===== src/rtl/tick_scheduler_pkg.sv =====
// Shared types for the multi-channel tick scheduler.
// Holds the channel mode encoding and the pending-config record.
package tick_scheduler_pkg;

    localparam int CNT_W_DEF = 24;
    localparam int MAX_CNT_W = 32;
    localparam int MAX_CH_W  = 3;

    typedef enum logic {
        MODE_PERIODIC = 1'b0,
        MODE_ONESHOT  = 1'b1
    } mode_e;

    typedef struct packed {
        logic [MAX_CH_W-1:0]  ch;
        logic                 en;
        mode_e                mode;
        logic [MAX_CNT_W-1:0] period;
    } pend_t;

    function automatic mode_e to_mode(input logic oneshot);
        return oneshot ? MODE_ONESHOT : MODE_PERIODIC;
    endfunction

endpackage


===== src/rtl/tick_scheduler_channel.sv =====
// One scheduled channel: period counter, mode, enable and terminal compare.
// A load on a running channel is only issued by the top at its terminal event.
module tick_channel
    import tick_scheduler_pkg::*;
#(
    parameter int CNT_W = CNT_W_DEF
) (
    input  logic             i_clk,
    input  logic             i_reset,
    input  logic             i_pre_tick,
    input  logic             i_load,
    input  logic             i_stop,
    input  mode_e            i_mode,
    input  logic [CNT_W-1:0] i_period,
    output logic             o_term,
    output logic             o_tick,
    output logic             o_active
);

    logic [CNT_W-1:0] cnt_q, cnt_d;
    logic [CNT_W-1:0] period_q, period_d;
    mode_e            mode_q, mode_d;
    logic             en_q, en_d;
    logic             tick_q, tick_d;

    assign o_term = en_q && i_pre_tick && (cnt_q == period_q);

    always_comb begin
        cnt_d    = cnt_q;
        period_d = period_q;
        mode_d   = mode_q;
        en_d     = en_q;
        tick_d   = 1'b0;
        if (i_stop) begin
            en_d  = 1'b0;
            cnt_d = '0;
        end else if (i_load) begin
            // Old-period tick still fires when the load lands on the terminal count
            en_d     = 1'b1;
            cnt_d    = '0;
            period_d = i_period;
            mode_d   = i_mode;
            tick_d   = o_term;
        end else if (o_term) begin
            tick_d = 1'b1;
            cnt_d  = '0;
            if (mode_q == MODE_ONESHOT) begin
                en_d = 1'b0;
            end
        end else if (en_q && i_pre_tick) begin
            cnt_d = cnt_q + CNT_W'(1);
        end
    end

    always_ff @(posedge i_clk) begin
        if (i_reset) begin
            cnt_q    <= '0;
            period_q <= '0;
            mode_q   <= MODE_PERIODIC;
            en_q     <= 1'b0;
            tick_q   <= 1'b0;
        end else begin
            cnt_q    <= cnt_d;
            period_q <= period_d;
            mode_q   <= mode_d;
            en_q     <= en_d;
            tick_q   <= tick_d;
        end
    end

    assign o_tick   = tick_q;
    assign o_active = en_q;

endmodule


===== src/rtl/tick_scheduler.sv =====
// Multi-channel tick scheduler: shared prescaler, one pending config slot,
// and NUM_CH period counters emitting one-clock expiry strobes.
module tick_scheduler
    import tick_scheduler_pkg::*;
#(
    parameter int NUM_CH = 4,
    parameter int CNT_W  = CNT_W_DEF,
    parameter int CH_W   = 2
) (
    input  logic              i_clk,
    input  logic              i_reset,
    input  logic              i_prescale_we,
    input  logic [CNT_W-1:0]  i_prescale,
    input  logic              i_cfg_valid,
    output logic              o_cfg_ready,
    input  logic [CH_W-1:0]   i_cfg_ch,
    input  logic              i_cfg_en,
    input  logic              i_cfg_oneshot,
    input  logic [CNT_W-1:0]  i_cfg_period,
    output logic [NUM_CH-1:0] o_tick,
    output logic [NUM_CH-1:0] o_active
);

    logic [CNT_W-1:0]  prescale_q, prescale_d;
    logic [CNT_W-1:0]  pre_cnt_q, pre_cnt_d;
    logic              pre_tick;
    pend_t             pend_q, pend_d;
    logic              pend_valid_q, pend_valid_d;
    logic              accept;
    logic              ch_ok;
    logic              apply;
    logic              tgt_active;
    logic              tgt_term;
    logic [NUM_CH-1:0] sel;
    logic [NUM_CH-1:0] load;
    logic [NUM_CH-1:0] stop;
    logic [NUM_CH-1:0] term;
    logic [NUM_CH-1:0] tick;
    logic [NUM_CH-1:0] active;
    logic              unused_pend_bits;

    assign pre_tick = !i_prescale_we && (pre_cnt_q == prescale_q);

    always_comb begin
        prescale_d = prescale_q;
        pre_cnt_d  = pre_cnt_q;
        unique case (1'b1)
            i_prescale_we: begin
                prescale_d = i_prescale;
                pre_cnt_d  = '0;
            end
            pre_tick: pre_cnt_d = '0;
            default:  pre_cnt_d = pre_cnt_q + CNT_W'(1);
        endcase
    end

    always_comb begin
        sel = '0;
        for (int i = 0; i < NUM_CH; i++) begin
            sel[i] = pend_valid_q && (pend_q.ch == MAX_CH_W'(i));
        end
    end

    assign tgt_active = |(sel & active);
    assign tgt_term   = |(sel & term);

    // An enable aimed at a running channel waits for its terminal event
    assign apply = pend_valid_q &&
                   (!pend_q.en || !tgt_active || tgt_term);
    assign load  = sel & {NUM_CH{pend_q.en}} & (~active | term);
    assign stop  = sel & {NUM_CH{!pend_q.en}};

    assign o_cfg_ready = !pend_valid_q;
    assign accept      = i_cfg_valid && o_cfg_ready;
    assign ch_ok       = int'(i_cfg_ch) < NUM_CH;

    always_comb begin
        pend_valid_d = pend_valid_q;
        pend_d       = pend_q;
        if (apply) begin
            pend_valid_d = 1'b0;
        end
        if (accept && ch_ok) begin
            pend_valid_d  = 1'b1;
            pend_d.ch     = MAX_CH_W'(i_cfg_ch);
            pend_d.en     = i_cfg_en;
            pend_d.mode   = to_mode(i_cfg_oneshot);
            pend_d.period = MAX_CNT_W'(i_cfg_period);
        end
    end

    always_ff @(posedge i_clk) begin
        if (i_reset) begin
            prescale_q   <= '0;
            pre_cnt_q    <= '0;
            pend_valid_q <= 1'b0;
            pend_q       <= '0;
        end else begin
            prescale_q   <= prescale_d;
            pre_cnt_q    <= pre_cnt_d;
            pend_valid_q <= pend_valid_d;
            pend_q       <= pend_d;
        end
    end

    for (genvar g = 0; g < NUM_CH; g++) begin : g_ch
        tick_channel #(
            .CNT_W (CNT_W)
        ) u_ch (
            .i_clk      (i_clk),
            .i_reset    (i_reset),
            .i_pre_tick (pre_tick),
            .i_load     (load[g]),
            .i_stop     (stop[g]),
            .i_mode     (pend_q.mode),
            .i_period   (pend_q.period[CNT_W-1:0]),
            .o_term     (term[g]),
            .o_tick     (tick[g]),
            .o_active   (active[g])
        );
    end

    assign unused_pend_bits = ^pend_q.period;

    assign o_tick   = tick;
    assign o_active = active;

endmodule


===== config.mk =====
export PLATFORM = sky130hd
export DESIGN_NAME = tick_scheduler
export DESIGN_NICKNAME = d
export VERILOG_FILES = /design/src/rtl/tick_scheduler_pkg.sv /design/src/rtl/tick_scheduler_channel.sv /design/src/rtl/tick_scheduler.sv
export SDC_FILE = /design/constraint.sdc
export NUM_CORES = 1
export LEC_CHECK = 0
export CORE_MARGIN = 2
export CORE_UTILIZATION = 50
export DETAILED_ROUTE_END_ITERATION = 10
export PLACE_DENSITY = 0.68
export SLEW_MARGIN = 20
export SYNTH_ARGS = -nofsm -noshare
export SYNTH_HDL_FRONTEND = slang
export SYNTH_SLANG_ARGS = --single-unit

===== constraint.sdc =====
create_clock -name i_clk -period 5.7 [get_ports i_clk]
set_input_delay 0.855 -clock i_clk [delete_from_list [all_inputs] [get_ports i_clk]]
set_output_delay 0.855 -clock i_clk [all_outputs]
set_load 0.03 [all_outputs]

# Yosys cells after proc, flatten, opt, wreduce, memory -nomap -nowiden
# Index checks and enable logic that the tools add are counted.
# Widths: inputs -> output; s select.
# op_classes
n_addsub	5
eq_ne	8
muxes	23
n_bitwise	11
reduce_logical	50
# ops
operator	n
$add 24x1->24 const B	5
$eq 24x24->1	5
$reduce_or 4->1	6
$mux 1	23
$and 4x4->4	5
$reduce_bool 2->1	9
$reduce_and 2->1	8
$logic_and 1x1->1	15
$reduce_or 2->1	4
$eq 2x2->1 const B	2
$logic_not 1->1	4
$not 1->1	4
$not 4->4	1
$or 4x4->4	1
$logic_not 3->1	1
$reduce_or 3->1	1
$eq 2x1->1 const B	1
$logic_or 1x1->1	2
# word_totals
register_bits	281
input_bits	56
output_inout_bits	9
word_cells	124

# Longest topological paths before layout
# depth
depth_word	10
depth_mapped	9
depth_no_buf	7

# By module
# Synthesis repeated with hierarchy kept, for this count alone.
# hier_totals
hier_cells	1452
hier_area_um2	12351.8
# modules_own_cells
module	n_inst	cells_each	area_each_um2
tick_channel	4	270	2253.4
tick_scheduler	1	372	3338.2

# Worst setup path after synthesis
# Ideal clock, no wire load.
# synth_path
path_type	in2reg
startpoint	input port i_prescale_we
endpoint	register g_ch[2].u_ch.cnt_q[9]
t_arrival_ns	2.416
setup_slack_ns	3.214
cell_stages	7
path_cell_list	clkbuf_1 nor2_1 nand4_2 or3_4 buf_6 or3_1 a21oi_1
# synth_between
elab_chain_cells	7
# synth_lines
element	line_no	text
from (decl)	tick_scheduler.sv:12	input logic i_prescale_we,
$logic_not 1->1 (*)	tick_scheduler.sv:42	assign pre_tick = !i_prescale_we && (pre_cnt_q == prescale_q);
$logic_and 1x1->1 (*)	tick_scheduler.sv:42	
$logic_and 1x1->1 (*)	tick_scheduler_channel.sv:26, tick_scheduler_channel.sv:50	
$logic_and 1x1->1	tick_scheduler_channel.sv:26	assign o_term = en_q && i_pre_tick && (cnt_q == period_q);
$or 4x4->4	tick_scheduler.sv:70	assign load = sel & {NUM_CH{pend_q.en}} & (~active | term);
$and 4x4->4	tick_scheduler.sv:70	
$reduce_or 4->1 (no source line)	-	
to (signal assigned)	tick_scheduler_channel.sv:63	cnt_q <= cnt_d;
to (decl)	tick_scheduler_channel.sv:20	logic [CNT_W-1:0] cnt_q, cnt_d;
# Mark *: on every way between the ends. The rest lies on a longest branch, timed or not.
# A chain may end at the register's enable or synchronous reset.

# Worst setup path after layout
# layout_path
startpoint	input port i_prescale_we
endpoint	register g_ch[2].u_ch.cnt_q[18]
# The elaborated chain is that of the path after synthesis.

==> implementation parameters <==
Parameter                              Value

Status
  Status ... complete, but fails checks
  Violations in the final reports ... design-rule violations

Global route
  Gr ovfl total ... 0
  Wire length of the first global-routing pass ... 51.90 mm
  Antenna violations before repair ... 1
  Pin count of the biggest net entering global routing ... 105
  Global Route Usage Sum ... 22.97%
  Vias in the first global route ... 9732

Worst setup path
  Worst-path cell with the longest stage delay ... sky130_fd_sc_hd__nand4_1
  Crit path kind ... in -> reg
  Max incr delay on CP ... 710 ps
  Crit-path cells ... clkdlybuf4s50_1, buf_4, nor2_1, and4_1, nand4_1, or4_1, a21oi_1
  Kind of end point of the critical path ... register
  Arrival time of the worst setup path ... 3910 ps
  Max Fanout on Critical Path ... 26
  Crit path buf inv count ... 2
  Kind of start point of the critical path ... input pin
  Data required time of the critical path ... 6160 ps
  Family with the most delay on the worst path ... simple AND/OR/NAND/NOR gates

Floorplan
  Die H ... 167.3 um
  Placement row count ... 59
  Number of ports placed on the die boundary ... 65
  Die outline width ... 167.3 um
  Die area ... 27970 um^2
  Initial core utilization ... 51.00%
  Placeable core region ... 26130 um^2

Job
  Max-cap check violation count ... 0

STA
  Highest achievable clock rate ... 290.4 MHz
  Slew headroom ... 31.58%
  Hold violation total from the final report ... 0
  Shortest clock period the worst path allows after layout ... 3443 ps
  Final count of negative-setup-slack endpoints ... 0
  Clk_skew ... 18.16 ps
  Final sum of negative setup slack ... 0 ps
  Slew of the pin with the lowest slew margin ... 1026 ps
  Setup repair after global routing missed its margin ... false
  Slew Viols, Final ... 0
  Part of the cycle the worst path needs ... 60.41%

Logic synthesis
  Top cell type by total area after synthesis ... sky130_fd_sc_hd__dfxtp_1
  Number of synthesized register bits ... 281
  Largest cells by area after synthesis ... sky130_fd_sc_hd__dfxtp_1 (42%), sky130_fd_sc_hd__xnor2_1 (11%), sky130_fd_sc_hd__mux2i_1 (9.4%)
  Share of the synthesized area in the top cell type ... 42.21%
  Count of flip-flops with a built-in enable after synthesis ... 0
  Number of library cell types mapped by synthesis ... 44
  Synth Flop Type ... sky130_fd_sc_hd__dfxtp_1
  Cell area after synthesis ... 13330 um^2
  Syn nets ... 1541
  Async SR Flop Fraction ... 0%
  Synth Area per Inst ... 9.004 um^2
  Warnings, synthesis ... 0
  Number of standard cells after synthesis ... 1480
  Register area share after synthesis ... 42.21%

Detailed routing
  Vias per Instance ... 5.549
  Iteration-0 DRC Markers ... 713
  Average wire per standard cell ... 17.49 um
  Detailed-router iteration count before antenna repair ... 8
  Routed vias ... 10300
  Count of antenna-violating nets left after detailed routing ... 0
  Number of remaining DRC errors ... 7
  Detailed Route WL ... 32.47 mm

Placement
  Final RePlAce weighted congestion ... 0.8558
  Cell area after placement ... 14030 um^2
  IO buf count ... 64
  DP HPWL ... 22.15 mm

Final layout
  Share of cells above drive strength 1 ... 5.194%
  Count of antenna diodes in the layout ... 0
  Layout overhead on the synthesized area ... 13.24%
  Commonest cells after routing, fill and taps aside ... sky130_fd_sc_hd__dfxtp_1 (281), sky130_fd_sc_hd__xnor2_1 (172), sky130_fd_sc_hd__nor2_1 (129)
  Post-route cell area ... 15090 um^2
  Most common library cell in the layout ignoring fill and taps ... sky130_fd_sc_hd__dfxtp_1
  # nets final ... 1558

CTS
  Clk_lat worst skew ... 560 ps
  H-tree depth ... 1
  Clock transition at the register clock pins on the worst setup and hold paths after CTS ... 60 ps
  CTS tree ... built
  Quantity of gates resized following cts ... 0
  Number of buffers inserted during clock tree synthesis ... 30
  # hold bufs at CTS ... 0
  Clock sink total ... 281
  CTS Root Cell ... sky130_fd_sc_hd__clkbuf_16
  Number of buffers inserted by post-CTS setup repair ... 0
  Clock Path Buffers ... 3

Pwr
  Pwr Density ... 280.4 nW/um^2
  Maximum vdd ir drop ... 240.3 uV
  Leak pwr ... 5.422 nW

Worst hold path
  Class of the tightest hold or removal check ... reg -> reg
==> state kept, by name, indices dropped and copies added (netlist names) <==
register,cells
g_ch.u_ch.period_q,96
pend_valid_q,1
prescale_q,24
pre_cnt_q,24
g_ch.u_ch.cnt_q,96
g_ch.u_ch.o_active,4
pend_q,28
g_ch.u_ch.o_tick,4
g_ch.u_ch.mode_q,4
==> synth_stat cells (13+ instances only) <==
cell type and instances:
sky130_fd_sc_hd__dfxtp_1 281, sky130_fd_sc_hd__xnor2_1 172, sky130_fd_sc_hd__nor2_1 129, sky130_fd_sc_hd__nand2b_1 127, sky130_fd_sc_hd__mux2i_1 125, sky130_fd_sc_hd__nand2_1 118, sky130_fd_sc_hd__a21oi_1 75, sky130_fd_sc_hd__nand4_1 61
sky130_fd_sc_hd__clkbuf_1 56, sky130_fd_sc_hd__nor4_1 52, sky130_fd_sc_hd__nand3_1 34, sky130_fd_sc_hd__o21ai_0 29, sky130_fd_sc_hd__xor2_1 29, sky130_fd_sc_hd__inv_1 25, sky130_fd_sc_hd__or3_1 25, sky130_fd_sc_hd__and3_1 19
sky130_fd_sc_hd__and4_1 16, sky130_fd_sc_hd__nor3_1 13
==> path summary, 6_finish.rpt <==
| check | start | end | slack (ps) | cells past startpoint |
|---|---|---|---|---|
| worst max register to register | pre_cnt_q[13]$_SDFF_PP0_ | g_ch[2].u_ch.cnt_q[18]$_SDFFE_PP0P_ | 2480 | 6 |
| worst max-delay path | i_prescale_we | g_ch[2].u_ch.cnt_q[18]$_SDFFE_PP0P_ | 2260 | 7 |
| worst min register to register | pend_q[4]$_SDFFE_PP0P_ | pend_q[4]$_SDFFE_PP0P_ | 460 | 2 |
| worst min-delay path | pend_q[4]$_SDFFE_PP0P_ | pend_q[4]$_SDFFE_PP0P_ | 460 | 2 |
==> cell type report <==
class                           instances  area [um^2]
Inverter                               25        93.84
Multi-Input combinational cell       1086         7189
Sequential cell                       281         5625
Clock inverter                          9        108.9
Timing Repair Buffer                   73        709.4
Clock buffer                           47        944.7
Fill cell                            2355        11040
Tap cell                              335        419.2
==> cell families after synthesis <==
group	share of synthesized area, %
XOR/XNOR	13.21
AO/OA/AOI/OAI	5.183
flip-flops	42.21
buffers and inverters	3.925
AND/OR/NAND/NOR	25.61
adder cells (fa/ha/maj)	0.4694
multiplexers	9.389
==> power breakdown <==
group	switching, mW	leakage [nW]	internal (mW)	total (mW)
Combinational	0.121	2.63	0.0878	0.209
Clock	0.792	0.523	1.22	2.02
Sequential	0.0195	2.27	1.99	2.01
Total	0.933	5.42	3.30	4.23
==> metal layers <==
metal	track usage, %	routed length, um
met3	3.002	1859
met5	0	0
met4	5.406	691
met1	32.37	15220
met2	37.62	14700
==> worst reg2reg max path: stages (launching register included) <==
cell and delay (ps):
sky130_fd_sc_hd__dfxtp_1 400, sky130_fd_sc_hd__xor2_1 130, sky130_fd_sc_hd__nor4_2 370, sky130_fd_sc_hd__and4_1 670, sky130_fd_sc_hd__nand4_1 710, sky130_fd_sc_hd__or4_1 700
sky130_fd_sc_hd__a21oi_1 140
==> stage by stage <==
stage	std cells	total power, mW	hold slack, ps	setup WS (ps)	util, %
floorplan	1480	2.174	436.8	3214	-
global placement	1799	2.256	442.2	1737	53.65
detailed placement	1799	2.259	448.9	1719	53.67
CTS	1855	4.268	457.0	2297	57.70
global route	1856	4.367	473.5	2016	57.75
finish	1856	4.232	455.9	2257	57.75
No activity file was read; power rests on OpenSTA's default activity.
